<file path="src/rtl/cell_exerciser.sv">
// cell_exerciser: sweeps all 64 input vectors of an OAI222 cell under test,
// waits SETTLE cycles per vector, compares the cell output against
// ~((A1|A2)&(B1|B2)&(C1|C2)) and tallies mismatches.
//
// Ports:
//   CK          clock, rising edge
//   RST         synchronous active-high reset
//   START       level; begins a sweep from idle
//   ABORT       level; stops a sweep in progress (wins over START in idle)
//   ZN_IN       output of the cell under test
//   VEC[5:0]    stimulus {A1,A2,B1,B2,C1,C2}
//   BUSY        sweep in progress
//   DONE        one-cycle pulse while in FINISH
//   ERR_CNT[6:0] mismatching vectors in current/last sweep
//   FAIL        ERR_CNT != 0
//   FIRST_FAIL[5:0] VEC at first mismatch
//
// state   | meaning
// --------+---------------------------------------------
// IDLE    | waiting for START; VEC/ERR_CNT/FIRST_FAIL hold
// DRIVE   | new vector applied, settle counter loaded
// WAIT    | settle counter counts down SETTLE cycles
// SAMPLE  | ZN_IN compared against golden value
// FINISH  | DONE high for one cycle
module cell_exerciser #(
  parameter int unsigned SETTLE = 2
) (
  input  logic       CK,
  input  logic       RST,
  input  logic       START,
  input  logic       ABORT,
  input  logic       ZN_IN,
  output logic [5:0] VEC,
  output logic       BUSY,
  output logic       DONE,
  output logic [6:0] ERR_CNT,
  output logic       FAIL,
  output logic [5:0] FIRST_FAIL
);

  localparam logic [2:0] S_IDLE   = 3'd0;
  localparam logic [2:0] S_DRIVE  = 3'd1;
  localparam logic [2:0] S_WAIT   = 3'd2;
  localparam logic [2:0] S_SAMPLE = 3'd3;
  localparam logic [2:0] S_FINISH = 3'd4;

  localparam logic [3:0] SETTLE_LD = 4'(SETTLE);

  logic [2:0] state, state_nxt;
  logic [3:0] settle_cnt, settle_cnt_nxt;
  logic [5:0] vec_nxt;
  logic [6:0] err_nxt;
  logic [5:0] first_fail_nxt;
  logic       golden;
  logic       mismatch;

  assign golden   = ~((VEC[5] | VEC[4]) & (VEC[3] | VEC[2]) & (VEC[1] | VEC[0]));
  assign mismatch = (state == S_SAMPLE) && (ZN_IN != golden);

  always_comb begin
    state_nxt      = state;
    settle_cnt_nxt = settle_cnt;
    vec_nxt        = VEC;
    err_nxt        = ERR_CNT;
    first_fail_nxt = FIRST_FAIL;

    // The compare in SAMPLE is recorded even if ABORT arrives on the same edge.
    if (mismatch) begin
      err_nxt = ERR_CNT + 7'd1;
      if (ERR_CNT == 7'd0) first_fail_nxt = VEC;
    end

    case (state)
      S_IDLE: begin
        if (START && !ABORT) begin
          state_nxt      = S_DRIVE;
          vec_nxt        = 6'd0;
          err_nxt        = 7'd0;
          first_fail_nxt = 6'd0;
          settle_cnt_nxt = SETTLE_LD;
        end
      end
      S_DRIVE: begin
        state_nxt = (SETTLE_LD != 4'd0) ? S_WAIT : S_SAMPLE;
      end
      S_WAIT: begin
        settle_cnt_nxt = settle_cnt - 4'd1;
        // Terminal count at 1: the cycle the counter reaches 0 is spent in SAMPLE.
        if (settle_cnt <= 4'd1) state_nxt = S_SAMPLE;
      end
      S_SAMPLE: begin
        if (VEC == 6'd63) begin
          state_nxt = S_FINISH;
        end else begin
          state_nxt      = S_DRIVE;
          vec_nxt        = VEC + 6'd1;
          settle_cnt_nxt = SETTLE_LD;
        end
      end
      S_FINISH: begin
        state_nxt = S_IDLE;
      end
      default: begin
        state_nxt = S_IDLE;
      end
    endcase

    if (ABORT && state != S_IDLE) begin
      state_nxt      = S_IDLE;
      vec_nxt        = VEC;
      settle_cnt_nxt = settle_cnt;
    end
  end

  always_ff @(posedge CK) begin
    if (RST) begin
      state      <= S_IDLE;
      settle_cnt <= 4'd0;
      VEC        <= 6'd0;
      BUSY       <= 1'b0;
      DONE       <= 1'b0;
      ERR_CNT    <= 7'd0;
      FAIL       <= 1'b0;
      FIRST_FAIL <= 6'd0;
    end else begin
      state      <= state_nxt;
      settle_cnt <= settle_cnt_nxt;
      VEC        <= vec_nxt;
      BUSY       <= (state_nxt != S_IDLE);
      DONE       <= (state_nxt == S_FINISH);
      ERR_CNT    <= err_nxt;
      FAIL       <= (err_nxt != 7'd0);
      FIRST_FAIL <= first_fail_nxt;
    end
  end

endmodule

</file>
<file path="config.mk">
export PLATFORM = sky130hd
export DESIGN_NAME = cell_exerciser
export DESIGN_NICKNAME = d
export VERILOG_FILES = /design/src/rtl/cell_exerciser.sv
export SDC_FILE = /design/constraint.sdc
export NUM_CORES = 1
export LEC_CHECK = 0
export ABC_CLOCK_PERIOD_IN_PS = 3250
export BUFFER_PORTS_ARGS = -buffer_cell sky130_fd_sc_hd__buf_2
export CAP_MARGIN = 20
export CORE_AREA = 2 2 53 55
export CTS_CLUSTER_SIZE = 28
export DETAILED_ROUTE_END_ITERATION = 7
export DIE_AREA = 0 0 55 57
export GPL_ROUTABILITY_DRIVEN = 1
export GPL_TIMING_DRIVEN = 1
export PLACE_DENSITY = 0.89
export SLEW_MARGIN = 5
export SYNTH_ARGS = -nofsm -noshare
export SYNTH_HDL_FRONTEND = slang
export SYNTH_SLANG_ARGS = --single-unit
</file>
<file path="constraint.sdc">
create_clock -name CK -period 3.25 [get_ports CK]
set_input_delay 0.325 -clock CK [delete_from_list [all_inputs] [get_ports CK]]
set_output_delay 0.325 -clock CK [all_outputs]
set_load 0.005 [all_outputs]
</file>
## Word level (Yosys, flattened, before mapping)

Cells that the tools add are included.

| storage, ports and cells | value |
|---|---|
| register bits after elaboration | 29 |
| bits in latches | 0 |
| memory bits (writable) | 0 |
| bits in read-only memories | 0 |
| input port bits | 5 |
| output and inout port bits | 22 |
| memories kept | 0 |

| operators by class | value |
|---|---|
| $add $sub $neg | 3 |
| multiply operators | 0 |
| div/mod/pow operators | 0 |
| order comparisons | 1 |
| equality and inequality tests | 8 |
| shifts and indexed selects | 0 |
| mux-type cells | 18 |
| bitwise operators | 7 |
| reduce and logical (&&, ||, !) cells | 13 |

Operators with widths:

| kind | number |
|---|---|
| 6-bit 2-to-1 mux | 6 |
| 7-bit 2-to-1 mux | 3 |
| 3-bit 2-to-1 mux | 4 |
| 3-bit case mux with 4 select lines | 1 |
| 4-bit case mux with 3 select lines | 1 |
| 6-bit case mux with 2 select lines | 1 |
| 3-bit nonzero test | 3 |
| 4-bit 2-to-1 mux | 2 |
| 4-bit AND reduction | 2 |
| 7-bit by 1-bit adder with 7-bit output, second input constant | 1 |
| 7-bit logical NOT | 1 |
| 7-bit nonzero test | 1 |
| 6-bit by 1-bit adder with 6-bit output, second input constant | 1 |
| 3-bit by 2-bit equality test with 1-bit output, second input constant | 2 |
| 6-bit equality test, second input constant | 1 |
| 4-bit by 1-bit <= comparator with 1-bit output, second input constant | 1 |
| 2-bit inequality test, second input constant | 2 |
| 4-bit by 1-bit subtractor with 4-bit output, second input constant | 1 |
| 3-bit by 1-bit equality test with 1-bit output, second input constant | 1 |
| 3-bit equality test, second input constant | 1 |
| 1-bit logical AND | 3 |
| 3-bit logical NOT | 1 |
| 1-bit OR | 3 |
| 1-bit AND | 2 |
| other kinds (4) | 5 |

## Logic depth before layout (Yosys ltp)

| logic depth | value |
|---|---|
| depth in word-level cells | 10 |
| mapped depth | 8 |
| gate-level depth less buffers | 7 |

## Worst setup path before layout

OpenSTA, ideal clock, no wires.

| timing | value |
|---|---|
| path type | flip-flop to flip-flop |
| from | register VEC[0] |
| to | register FAIL |
| arrival time | 1689 ps |
| required time | 3112 ps |
| path slack | 1423 ps |
| cell stages (with the launch flop) | 8 |
| buffers on the path | 1 |
| cell sequence | dfxtp_1 -> inv_1 -> ha_1 -> nor3_2 -> nor3b_4 -> buf_6 -> o311ai_0 -> a41oi_2 |

| on the way | value |
|---|---|
| longest elaborated chain between the ends | 9 |

Ends and longest elaborated chain:

| item | RTL line | RTL |
|---|---|---|
| start, declared | 33 | `output logic [5:0] VEC,` |
| start signal, assigned | 128 | `VEC <= vec_nxt;` |
| 1-bit OR * | 57 | `assign golden = ~((VEC[5] \| VEC[4]) & (VEC[3] \| VEC[2]) & (VEC[1] \| VEC[0]));` |
| 1-bit AND * | 57 |  |
| 1-bit NOT * | 57 |  |
| 1-bit inequality test * | 58 | `assign mismatch = (state == S_SAMPLE) && (ZN_IN != golden);` |
| 1-bit logical AND * | 58 |  |
| 7-bit 2-to-1 mux * | 68 | `if (mismatch) begin` |
| 7-bit 2-to-1 mux | 75 | `if (START && !ABORT) begin` |
| 7-bit 2-to-1 mux * | 73 | `case (state)` |
| 7-bit nonzero test * | 132 | `FAIL <= (err_nxt != 7'd0);` |
| end signal, assigned | 132 |  |
| end, declared | 37 | `output logic FAIL,` |

Mark *: on every way between the ends. The rest lies on a longest branch, timed or not.
A chain may end at the register's enable or synchronous reset.

## Final worst setup path

| timing | value |
|---|---|
| from | register VEC[0] |
| to | register FIRST_FAIL[1] |

| on the way | value |
|---|---|
| longest elaborated chain between the ends | 8 |

Ends and longest elaborated chain:

| item | RTL line | RTL |
|---|---|---|
| 1-bit OR * | 57 |  |
| 1-bit AND * | 57 |  |
| 1-bit NOT * | 57 |  |
| 1-bit inequality test * | 58 |  |
| 1-bit logical AND * | 58 |  |
| 6-bit 2-to-1 mux * | 68 |  |
| 6-bit 2-to-1 mux | 75 |  |
| 6-bit 2-to-1 mux * | 73 |  |
| end signal, assigned | 133 | `FIRST_FAIL <= first_fail_nxt;` |
| end, declared | 38 | `output logic [5:0] FIRST_FAIL` |

Marked as above.

==> metrics.cfg <==
[logic_synthesis]
ys_async_sr_fraction_pct=0
synthesis.nets=175
synth_seq_cells=29
syn_area_mm2=0.00145
synth_edf_count=0
syn_inst=164
syn_area_per_cell_um2=8.83
ys_types=44
ys.flop_type=dfxtp_1
yosys_warnings=0
synth-seq-area-share_pct=40.1

[timing]
period_share_pct=69.7
min_period_ns=2.27
slew_violations=0
timing_hold_violations_final=0
hold_ws_ns=0.243
tns_ns=0
fmax_mhz=441
worst_pin_slew_ns=0.632
setup_viol=0
clock_skew_ns=0.0172
max-slew-margin-rel_pct=57.5
rsz0062_at_grt=false

[detailed_routing]
drc=0
vias=1175
first_iter_violations=22
drtPass1Iterations=4
ant_nets=0
finalWirelength_um=2590
vias_per_cell=5.27
drt-wirelength-per-cell_um=11.6

[clocking]
root_buffer=clkbuf_4
cts_setup_buffers=0
insertion_delay_ns=0.33
cts_resized=0
cts_hold_buf=0
cts_tree=yes
numCtsBuffers=5
cts_sinks=29
h-tree-depth=2
clk_pin_slew_ns=0.10
clockBufferDepth=2

[critical_path]
crit_slowest_cell=nor3b_4
cp-start-kind=flip-flop
path_buf_inv=1
path_cells=inv_1 > ha_1 > o21ai_0 > nor3b_4 > and3_1 > mux2i_1 > nor2_1
cp.arrival_ns=2.46
cp_top_family=simple AND/OR/NAND/NOR gates
crit_required_ns=3.44
crit_fanout=12
cp_slowest_stage_delay_ns=0.48
end_kind=flip-flop
path_class=flip-flop to flip-flop

[layout]
post-route-util_pct=62.2
final_cell_mix=nor2_1, dfxtp_1, buf_2
syn_to_final_growth_pct=12.3
num-fill-cells=250
layout.cells.non_filler=223
drive_gt1_share_pct=21.9
seq_area_um2=581
final_common_cell=nor2_1
fin_nets=202
multi_input_area_um2=798
n_antenna_cell=0

[pwr]
totalPowerFinal_mw=0.606
p_leak_nw=0.670
switchingPower_mw=0.148
internal_power_mw=0.458
clockPowerShare_pct=33.4
p_comb_share_pct=6.2
sw_frac_of_total_pct=24.4
sequentialPowerShare_pct=60.4
ir_worst_vdd_mv=0.381
power_density_mw_per_mm2=373

[floorplanning]
die_w_um=55
rows=19
initial_utilization_pct=55.4
die-area_mm2=0.00314
core_area_mm2=0.00262
die_h_um=57
ios=27

[global_route]
track_usage_pct=19.7
grt_max_degree=16
overflow=0
antenna_found_initial=0
grt_pass1_vias=1059
grt_first_pass_wirelength_um=4510

[placed_design]
io_buffers=26
dp_cells=215
routabilityCongestion=0.796
hpwl_um=1940

[flow_run]
drv_cap=0

[status]
status=completed

[min_path]
hold_path_class=input port to flip-flop

-- layout make-up --
class                   instances  share of cell area (%)
well taps                      31                    2.39
repair buffers                 26                    8.01
clock buffers                   6                    2.54
clock inverters                 2                   0.616
flip-flops and latches         29                    35.7
multi-input cells             122                    49.1
inverters                       7                    1.62
-- sequential cells by signal, indices dropped and copies added (netlist names) --
signal,count
BUSY,1
state,3
FIRST_FAIL,6
FAIL,1
DONE,1
settle_cnt,4
ERR_CNT,7
VEC,6
-- logic make-up (layout without fill, tap and decap cells) --
family / after synthesis / in the layout / share of synthesized area, %
flops: 29 / 29 / 40.1
mux: 8 / 8 / 5.88
compound gates: 18 / 18 / 8.99
fa+ha+maj: 6 / 6 / 5.19
buf+inv: 13 / 41 / 4.75
simple gates: 76 / 76 / 26.6
xor+xnor: 14 / 14 / 8.47
-- power by group through the flow --
stage	Sequential [mW]	Clock, mW	Combinational, mW
2_1_floorplan	0.374	0	0.0283
3_3_place_gp	0.375	0	0.0370
3_5_place_dp	0.375	0	0.0377
4_1_cts	0.366	0.208	0.0382
5_1_grt	0.367	0.227	0.0439
6_report	0.366	0.202	0.0377
-- synth_stat cells, types with 2 or more instances --
cell type | count | area, um^2
ha_1 | 6 | 75.1
nor3_1 | 4 | 20.0
nand4_1 | 2 | 12.5
nand3_1 | 5 | 25.0
clkbuf_1 | 2 | 7.51
nor4_1 | 2 | 12.5
inv_1 | 7 | 26.3
nor2_1 | 35 | 131
o21ai_0 | 2 | 10.0
dfxtp_1 | 29 | 581
xnor2_1 | 7 | 61.3
nand2_1 | 10 | 37.5
xor2_1 | 7 | 61.3
o211ai_1 | 2 | 15.0
and3_1 | 4 | 25.0
a21oi_1 | 3 | 15.0
nand2b_1 | 3 | 18.8
mux2i_1 | 7 | 70.1
buf_6 | 2 | 22.5
-- final timing paths --
path,start,to,slack [ns],cells past startpoint
setup reg to reg,VEC[0]$_SDFFE_PP0P_,FIRST_FAIL[1]$_SDFF_PP0_,0.98,7
hold reg to reg,FIRST_FAIL[1]$_SDFF_PP0_,FIRST_FAIL[1]$_SDFF_PP0_,0.49,2
hold / removal,ABORT,DONE$_SDFF_PP0_,0.24,2
setup / recovery,VEC[0]$_SDFFE_PP0P_,FIRST_FAIL[1]$_SDFF_PP0_,0.98,7
-- routing by layer --
layer  routed length, um  GRT usage (%)
met1                1270           25.6
met2                1120           29.4
met3                 144           5.76
met4                  61           10.1
met5                   0              0
-- per-stage QoR --
stage	instance area, um^2	worst slack [ns]
finish	1630	0.984
global route	1630	0.759
CTS	1630	0.977
detailed placement	1570	1.00
global placement	1570	1.07
floorplan	1450	1.42
Note: power is estimated with default switching activity, not from simulation.
